## src/rtl/cnn_pkg.sv

```systemverilog
// ---------------------------------------------------------------------------
// cnn_pkg
// Shared definitions for the CNN pipeline blocks.
//   pool_sched_state_t : frame scheduler states (IDLE / STREAM / DRAIN)
//   clog2_min1()       : index width that never collapses to zero bits
//   CNN_IN_D_W, CNN_W, CNN_H : default pixel width and frame size, shared
//                        with pool_relu so both sides agree by default
// ---------------------------------------------------------------------------
package cnn_pkg;

    localparam int CNN_IN_D_W = 32;
    localparam int CNN_W      = 26;
    localparam int CNN_H      = 26;

    typedef enum logic [1:0] {
        ST_IDLE   = 2'd0,
        ST_STREAM = 2'd1,
        ST_DRAIN  = 2'd2
    } pool_sched_state_t;

    // A one-entry index still needs a 1-bit field.
    function automatic int clog2_min1(input int n);
        return (n <= 2) ? 1 : $clog2(n);
    endfunction

endpackage

```

## src/rtl/pool_sched_rr_arbiter.sv

```systemverilog
// ---------------------------------------------------------------------------
// rr_arbiter
// Purely combinational round-robin pick. Searches upward from last+1,
// wrapping, and returns the first active requester.
//   req        in  N            request vector
//   last       in  clog2_min1(N) index of the previously served requester
//   gnt_onehot out N            one-hot winner (all zero when req==0)
//   gnt_idx    out clog2_min1(N) binary index of the winner
// ---------------------------------------------------------------------------
module rr_arbiter
    import cnn_pkg::*;
#(
    parameter int N = 4
) (
    input  logic [N-1:0]               req,
    input  logic [clog2_min1(N)-1:0]   last,
    output logic [N-1:0]               gnt_onehot,
    output logic [clog2_min1(N)-1:0]   gnt_idx
);

    localparam int IW = clog2_min1(N);

    // last < N and i <= N, so a single subtraction is enough to wrap.
    always_comb begin
        logic w_found;
        int   w_cand;
        gnt_onehot = '0;
        gnt_idx    = '0;
        w_found    = 1'b0;
        w_cand     = 0;
        for (int i = 1; i <= N; i++) begin
            w_cand = int'(last) + i;
            if (w_cand >= N) w_cand = w_cand - N;
            if (!w_found && req[w_cand]) begin
                w_found            = 1'b1;
                gnt_onehot[w_cand] = 1'b1;
                gnt_idx            = IW'(w_cand);
            end
        end
    end

endmodule

```

## src/rtl/pool_sched.sv

```systemverilog
// ---------------------------------------------------------------------------
// pool_sched
// Frame-level round-robin scheduler sharing one pool_relu among N_CH
// channel producers. A granted channel owns the pool for a whole W x H
// frame; results coming back are registered and tagged with the channel.
//
// Optional feature: define POOL_SCHED_TIMEOUT_EN to enable a DRAIN
// watchdog (TO_CYC cycles) that raises a sticky err and forces IDLE.
//
// Ports
//   clk, clr_n          clock, async active-low reset
//   req[N_CH]           per-channel frame request (level)
//   in_valid/in_data    per-channel pixel stream (channel k at k*In_d_W)
//   grant, in_ready     one-hot owner / per-channel ready
//   pool_clr, pool_in_* drive pool_relu
//   pool_out_*          from pool_relu
//   out_valid/data/ch/last  registered, tagged results
//   busy, err           state != IDLE / sticky watchdog flag
// ---------------------------------------------------------------------------
module pool_sched
    import cnn_pkg::*;
#(
    parameter int In_d_W = CNN_IN_D_W,
    parameter int W      = CNN_W,
    parameter int H      = CNN_H,
    parameter int N_CH   = 4,
    parameter int TO_CYC = 64
) (
    input  logic                        clk,
    input  logic                        clr_n,
    input  logic [N_CH-1:0]             req,
    input  logic [N_CH-1:0]             in_valid,
    input  logic [N_CH*In_d_W-1:0]      in_data,
    output logic [N_CH-1:0]             grant,
    output logic [N_CH-1:0]             in_ready,
    output logic                        pool_clr,
    output logic                        pool_in_valid,
    output logic [In_d_W-1:0]           pool_in_data,
    input  logic                        pool_out_valid,
    input  logic [In_d_W-1:0]           pool_out_data,
    output logic                        out_valid,
    output logic [In_d_W-1:0]           out_data,
    output logic [clog2_min1(N_CH)-1:0] out_ch,
    output logic                        out_last,
    output logic                        busy,
    output logic                        err
);

    localparam int IW        = clog2_min1(N_CH);
    localparam int PIX_TOTAL = W * H;
    localparam int OUT_TOTAL = (W / 2) * (H / 2);
    localparam int PIX_W     = $clog2(W * H + 1);
    localparam int OUT_W     = $clog2(W * H / 4 + 1);

    pool_sched_state_t r_state, w_nextState;

    logic [N_CH-1:0]  r_grant;
    logic [IW-1:0]    r_gidx;
    logic [IW-1:0]    r_last;
    logic [PIX_W-1:0] r_pixCnt;
    logic [OUT_W-1:0] r_outCnt;
    logic [N_CH-1:0]  w_arbOnehot;
    logic [IW-1:0]    w_arbIdx;
    logic             w_pixAccept;
    logic             w_outAccept;
    logic             w_frameDone;
    logic             w_timeout;

    rr_arbiter #(.N(N_CH)) u_arb (
        .req        (req),
        .last       (r_last),
        .gnt_onehot (w_arbOnehot),
        .gnt_idx    (w_arbIdx)
    );

    // Results arriving in IDLE belong to no frame and are dropped.
    assign w_pixAccept = (r_state == ST_STREAM) && in_valid[r_gidx];
    assign w_outAccept = (r_state != ST_IDLE) && pool_out_valid;
    assign w_frameDone = w_outAccept && (r_outCnt == OUT_W'(OUT_TOTAL - 1));

`ifdef POOL_SCHED_TIMEOUT_EN
    localparam int TOW = $clog2(TO_CYC + 1);
    logic [TOW-1:0] r_drainCnt;
    logic           r_err;

    assign w_timeout = (r_state == ST_DRAIN) && !w_frameDone &&
                       (r_drainCnt == TOW'(TO_CYC - 1));

    // Watchdog counts only DRAIN cycles; err holds until reset.
    always_ff @(posedge clk or negedge clr_n) begin
        if (!clr_n) begin
            r_drainCnt <= '0;
            r_err      <= 1'b0;
        end else begin
            if (r_state == ST_DRAIN) r_drainCnt <= r_drainCnt + 1'b1;
            else                     r_drainCnt <= '0;
            if (w_timeout)           r_err      <= 1'b1;
        end
    end

    assign err = r_err;
`else
    assign w_timeout = 1'b0;
    assign err       = 1'b0;
`endif

    always_comb begin
        w_nextState   = r_state;
        pool_clr      = 1'b0;
        pool_in_valid = 1'b0;
        pool_in_data  = '0;
        in_ready      = '0;
        busy          = 1'b1;
        case (r_state)
            ST_IDLE: begin
                pool_clr = 1'b1;
                busy     = 1'b0;
                if (|req) w_nextState = ST_STREAM;
            end
            ST_STREAM: begin
                in_ready      = r_grant;
                pool_in_valid = w_pixAccept;
                pool_in_data  = in_data[int'(r_gidx)*In_d_W +: In_d_W];
                if (w_frameDone)
                    w_nextState = ST_IDLE;
                else if (w_pixAccept && r_pixCnt == PIX_W'(PIX_TOTAL - 1))
                    w_nextState = ST_DRAIN;
            end
            ST_DRAIN: begin
                if (w_frameDone || w_timeout) w_nextState = ST_IDLE;
            end
            default: w_nextState = ST_IDLE;
        endcase
    end

    // Grant and counters are loaded together on leaving IDLE; leaving a
    // frame (normally or by watchdog) releases the grant and records the
    // served channel for the next round-robin search.
    always_ff @(posedge clk or negedge clr_n) begin
        if (!clr_n) begin
            r_state  <= ST_IDLE;
            r_grant  <= '0;
            r_gidx   <= '0;
            r_last   <= IW'(N_CH - 1);
            r_pixCnt <= '0;
            r_outCnt <= '0;
        end else begin
            r_state <= w_nextState;
            if (r_state == ST_IDLE) begin
                if (|req) begin
                    r_grant  <= w_arbOnehot;
                    r_gidx   <= w_arbIdx;
                    r_pixCnt <= '0;
                    r_outCnt <= '0;
                end
            end else begin
                if (w_pixAccept) r_pixCnt <= r_pixCnt + 1'b1;
                if (w_outAccept) r_outCnt <= r_outCnt + 1'b1;
                if (w_nextState == ST_IDLE) begin
                    r_grant <= '0;
                    r_last  <= r_gidx;
                end
            end
        end
    end

    // Output stage: one register between pool_relu and the consumer.
    always_ff @(posedge clk or negedge clr_n) begin
        if (!clr_n) begin
            out_valid <= 1'b0;
            out_data  <= '0;
            out_ch    <= '0;
            out_last  <= 1'b0;
        end else begin
            out_valid <= w_outAccept;
            out_last  <= w_frameDone;
            if (w_outAccept) begin
                out_data <= pool_out_data;
                out_ch   <= r_gidx;
            end
        end
    end

    assign grant = r_grant;

endmodule

```

## config.mk

```make
export PLATFORM = sky130hd
export DESIGN_NAME = pool_sched
export DESIGN_NICKNAME = d
export VERILOG_FILES = /design/src/rtl/cnn_pkg.sv /design/src/rtl/pool_sched_rr_arbiter.sv /design/src/rtl/pool_sched.sv
export SDC_FILE = /design/constraint.sdc
export NUM_CORES = 1
export LEC_CHECK = 0
export BUFFER_PORTS_ARGS = -buffer_cell sky130_fd_sc_hd__buf_2
export CAP_MARGIN = 20
export CORE_MARGIN = 8
export CORE_UTILIZATION = 31
export CTS_CLUSTER_DIAMETER = 30
export DETAILED_ROUTE_END_ITERATION = 16
export HOLD_SLACK_MARGIN = 0.06
export PLACE_DENSITY = 0.69
export SKIP_CTS_REPAIR_TIMING = 1
export SLEW_MARGIN = 15
export SYNTH_ARGS = -nofsm -noshare
export SYNTH_HDL_FRONTEND = slang
export SYNTH_HIERARCHICAL = 1
export SYNTH_SLANG_ARGS = --single-unit
```

## constraint.sdc

```tcl
create_clock -name clk -period 3.3 [get_ports clk]
set_input_delay 0 -clock clk [delete_from_list [all_inputs] [get_ports clk]]
set_output_delay 0 -clock clk [all_outputs]
set_load 0.01 [all_outputs]
```

# Word-level counts from Yosys, hierarchy flattened
# Index checks and enable logic that the tools add are counted.
# totals
ff_bits	64
input_bits	171
# classes
add_sub_neg	10
order_cmp	13
eq_ne	5
shifts	1
muxes	56
n_bitwise	4
n_reduce_logical	26
# ops
cell	n
2-to-1 mux 32 bit	5
greater-or-equal comparator 32 x 1 -> 1 bit (second input constant)	4
greater-or-equal comparator 32 x 4 -> 1 bit (second input constant)	4
less-than comparator 32 x 4 -> 1 bit (second input constant)	4
variable part select 128 x 8 -> 32 bit	1
subtractor 32 x 4 -> 32 bit (second input constant)	4
2-to-1 mux 4 bit	8
2-to-1 mux 10 bit	3
2-to-1 mux 8 bit	3
2-to-1 mux 1 bit	19
2-to-1 mux 2 bit	8
bitwise OR 4 bit	3
logical AND 1 bit	11
adder 10 x 1 -> 10 bit (second input constant)	1
binary-select mux 1 bit (select 2 bit)	5
equality test 10 bit (second input constant)	1
AND reduction 2 bit	5
adder 8 x 1 -> 8 bit (second input constant)	1
demux 1 bit (select 2 bit)	4
equality test 8 bit (second input constant)	1
nonzero test 2 bit	4
adder 2 x 2 -> 3 bit (second input constant)	2
one-hot mux 2 bit (3 select lines)	1
adder 2 x 3 -> 4 bit (second input constant)	1
other kinds (9)	12

# Longest topological paths before layout
# logic_depth
ltp_word	18
mapped_depth	10
depth_no_buf	8

# By module
# Netlist, hierarchy kept.
# by_module_without_submodules
mod	n_inst	cells_each	area_per_inst_um2
pool_sched	1	370	3801.1
rr_arbiter	1	56	467.9

# Least setup slack after synthesis
# Ideal clock, no wire load.
# synth_timing
path_kind	register to register
startpoint	register r_last[0]
endpoint	register r_grant[0], in the netlist grant[0]
arrival_ns	2.623
path_slack_ns	0.551
path_stages_with_launch	11
path_buffers	2
synth_period_minus_slack_ns	2.749
cell_sequence	dfstp_2 > buf_6 > inv_1 > ha_1 > buf_6 > mux4_2 > nand2_1 > o21ai_0 > a221o_1 > and3_1 > a221o_1
# synth_via
elab_chain_cells	18
word_cells_on_any_way	66
cone_classes	add/sub: 8; order compare: 12; mux: 33; bitwise: 3; reduce/logical: 10
# synth_lines
item	line	source
from (decl)	pool_sched.sv:59	logic [IW-1:0] r_last;
from (signal assigned)	pool_sched.sv:144	r_last <= IW'(N_CH - 1);
from (signal assigned)	pool_sched.sv:161	r_last <= r_gidx;
branches (longest 15 deep; another with subtractor 32 x 4 -> 32 bit)	--	
2-to-1 mux 4 bit *	pool_sched_rr_arbiter.sv:34	if (!w_found && req[w_cand]) begin
named net w_arbOnehot[0]	pool_sched.sv:62	logic [N_CH-1:0] w_arbOnehot;
2-to-1 mux 4 bit *	pool_sched.sv:150	if (|req) begin
2-to-1 mux 4 bit *	pool_sched.sv:149	if (r_state == ST_IDLE) begin
to (signal assigned)	pool_sched.sv:151	r_grant <= w_arbOnehot;
to (decl)	pool_sched.sv:57	logic [N_CH-1:0] r_grant;
# Mark *: on every way through the listed nets, which the timed path passes. The select of a mux whose other input is x is not followed.
# A chain may end at the register's enable or synchronous reset.

# Worst setup path after layout
# layout_timing
startpoint	register r_last[1]
endpoint	register r_grant[3], in the netlist grant[3]
# Same word-level chain as after synthesis.

==> metrics.csv <==
metric;value;unit
status;completed;
Port Buffers;249;
io pins;251;
pwr/cell area;601;nW/um^2
Pre-Repair DR Iteration Count;4;
Die X;133;um
CTS Buffer Depth;2;
dpl cells;838;
Sink Count;64;
Iter 0 DRT Violations;170;
top-count cell post-synth;nand2_1;
top post-synthesis cells by count;nand2_1, dfrtp_1, and2_1, mux4_2, nor2_1;
vias in the first global route;4172;
Num CTS Buffers;9;
WP data required;3.51;ns
DR top layer;met4;
reg2reg start;r_last[1];
Worst path slowest cell;mux4_2;
largest net degree at the start of global routing;42;
starting density of the core;31.2;%
vias per cell;4.78;
RSZ-0062 raised after global routing;false;
critical path cell sequence;inv_1, ha_1, mux4_2, nand2_1, o21ai_0, a221o_1, and3_1, a221o_1;
Vias;4251;
insertion delay to the later sink of the worst-skew pair;0.32;ns
DPL Wire Length;12300;um
antenna violations before repair;2;
ANT nets after route;0;
nets;884;
CP max stage delay;0.65;ns
Yosys top cell by area;dfrtp_1;
CP Class;flip-flop to flip-flop;
Worst EP arrival;3.01;ns
full die area;17800;um^2
Tightest Pin Transition;0.815;ns
setup TNS;0;ns
FP Rows;43;
Seq cells post-synth;64;
Max rail drop VDD;0.000220;V
worst hold endpoint;r_gidx[1];
Die Ht;133;um
Yosys cell types;54;
routed wl met3;1120;um
total congestion overflow;0;
critical path buffer and inverter count;1;
CP max FO;11;
CTS tree;done;
Mapped Nets;608;
worst hold path type;primary input to flip-flop;
Fmax;357;MHz
H-Tree Depth;3;
register area share after synthesis;37.6;%
Post-Route M1 WL;6030;um
cell count of the worst hold path;4;
cell count after synthesis;426;
fin crit share;84.9;%
clk root buf;clkbuf_16;
routed wl met2;8360;um
syn avg cell area;10.0;um^2
final core occ;46.1;%
Main synth FF type;dfrtp_1;
Routed WL;15900;um
Post-synth EDFFs;0;
Synth top area share;36.3;%
min Tclk post-route;2.80;ns
Synth area leaders;dfrtp_1, mux4_2, nand2_1;
CP delay by family, top;multiplexers;
Post-Syn Area;4270;um^2
CP Capture Type;flip-flop;
Max-cap violations;0;
Overall Global Routing Usage;16.7;%
gp weighted congestion;0.885;
FFs w/ async S/R, synth;100;%
R2R setup slack;0.50;ns
Worst R2R End;grant[3];
count of final setup violators;0;
leakage power;3.22;nW
wire per inst;17.8;um
Post-Layout Cell Count;889;
Fin Clk Skew;0.0101;ns
Max transition margin;45.4;%
Placeable Area;13700;um^2
area grow syn2layout;47.7;%
Final Max Slew Viols;0;
startpoint types;flip-flop;
synth warn;6;
r2r worst-path depth;8;
Most common cell on crit path;a221o_1;
Hold Vio Cnt, Final;0;
Hold Crit Start;req[2];
first-pass GRT wire length;23600;um
clk slew on worst S/H paths;0.06;ns
layout cells sized above 1;46.0;%
drc violations;0;
## per-layer routing
metal  up-vias  track usage, %
met2       182            30.0
met4         0            5.43
li1       2053               -
met1      1999            18.0
met5         -               0
met3        17            5.57
## power by group
part           total [W]  switching (W)  internal, W
registers        0.00112       0.000193     0.000931
logic            0.00172       0.000813     0.000909
clock network   0.000942       0.000339     0.000603
## final cells by class
| cell class | instances | area [um^2] |
|---|---|---|
| Clock buffer | 11 | 243 |
| Tap cell | 180 | 225 |
| Fill cell | 1328 | 7360 |
| Antenna cell | 2 | 5.00 |
| Timing Repair Buffer | 292 | 1650 |
| Inverter | 6 | 22.5 |
| Clock inverter | 5 | 57.6 |
| Multi-Input combinational cell | 329 | 2490 |
| Sequential cell | 64 | 1610 |
## sequential cells by signal, summed over array words and instances, names as in the netlist
signal     flops
r_outCnt       8
out_ch         2
r_gidx         2
out_valid      1
grant          4
r_pixCnt      10
r_last         2
r_state        2
out_data      32
out_last       1
## layout by cell type (no fill, tap or decap), types with 4 or more instances in the layout
cell type        n
dfrtp_1         61
a221o_1          8
o211ai_1         4
o21ai_0         11
nand2_1        131
nand3_1          7
nor3_1           4
and3_1           8
inv_1            6
xor2_1           7
dlygate4sd3_1   33
buf_4           10
nand4_1          5
and2_1          37
mux2i_1          5
nor2_1          12
mux4_2          35
clkbuf_16        9
ha_1            11
buf_2          249
## worst reg2reg max path, stage by stage, from the launching register on
cell and delay, ns:
dfstp_2 0.64, inv_1 0.14, ha_1 0.44, mux4_2 0.65, nand2_1 0.10, o21ai_0 0.08, a221o_1 0.26, and3_1 0.14
a221o_1 0.26
## how the worst max path moves through the flow
stage / from / to / slack (ns) / depth (start not counted)
finish: r_last[1] / grant[3] / 0.50 / 8
detailed placement: r_last[1] / grant[3] / 0.49 / 8
CTS: r_last[1] / grant[3] / 0.50 / 8
global placement: r_last[0] / grant[0] / 0.55 / 8
global route: r_last[1] / grant[3] / 0.37 / 8
floorplan: r_last[0] / grant[0] / 0.55 / 10
## cell families after synthesis
kind of cell,after synthesis,share of synthesized area [%]
XOR/XNOR,7,1.44
other,1,0.0878
multiplexers,42,20.2
adder cells (fa/ha/maj),11,3.22
buffers and inverters,33,4.16
AND/OR/NAND/NOR,230,26.4
AO/OA/AOI/OAI,38,6.98
flip-flops,64,37.6
## through the flow
step / hold WS (ns) / area [um^2] / setup WS (ns) / total power, W
2_1_floorplan: -0.296 / 4270 / 0.551 / 0.00223
3_3_place_gp: 0.0466 / 5670 / 0.550 / 0.00284
3_5_place_dp: 0.0540 / 5670 / 0.495 / 0.00286
4_1_cts: -0.299 / 5970 / 0.502 / 0.00382
5_1_grt: 0.230 / 6300 / 0.372 / 0.00404
6_report: 0.205 / 6300 / 0.497 / 0.00379
(Power assumes the default switching activity.)
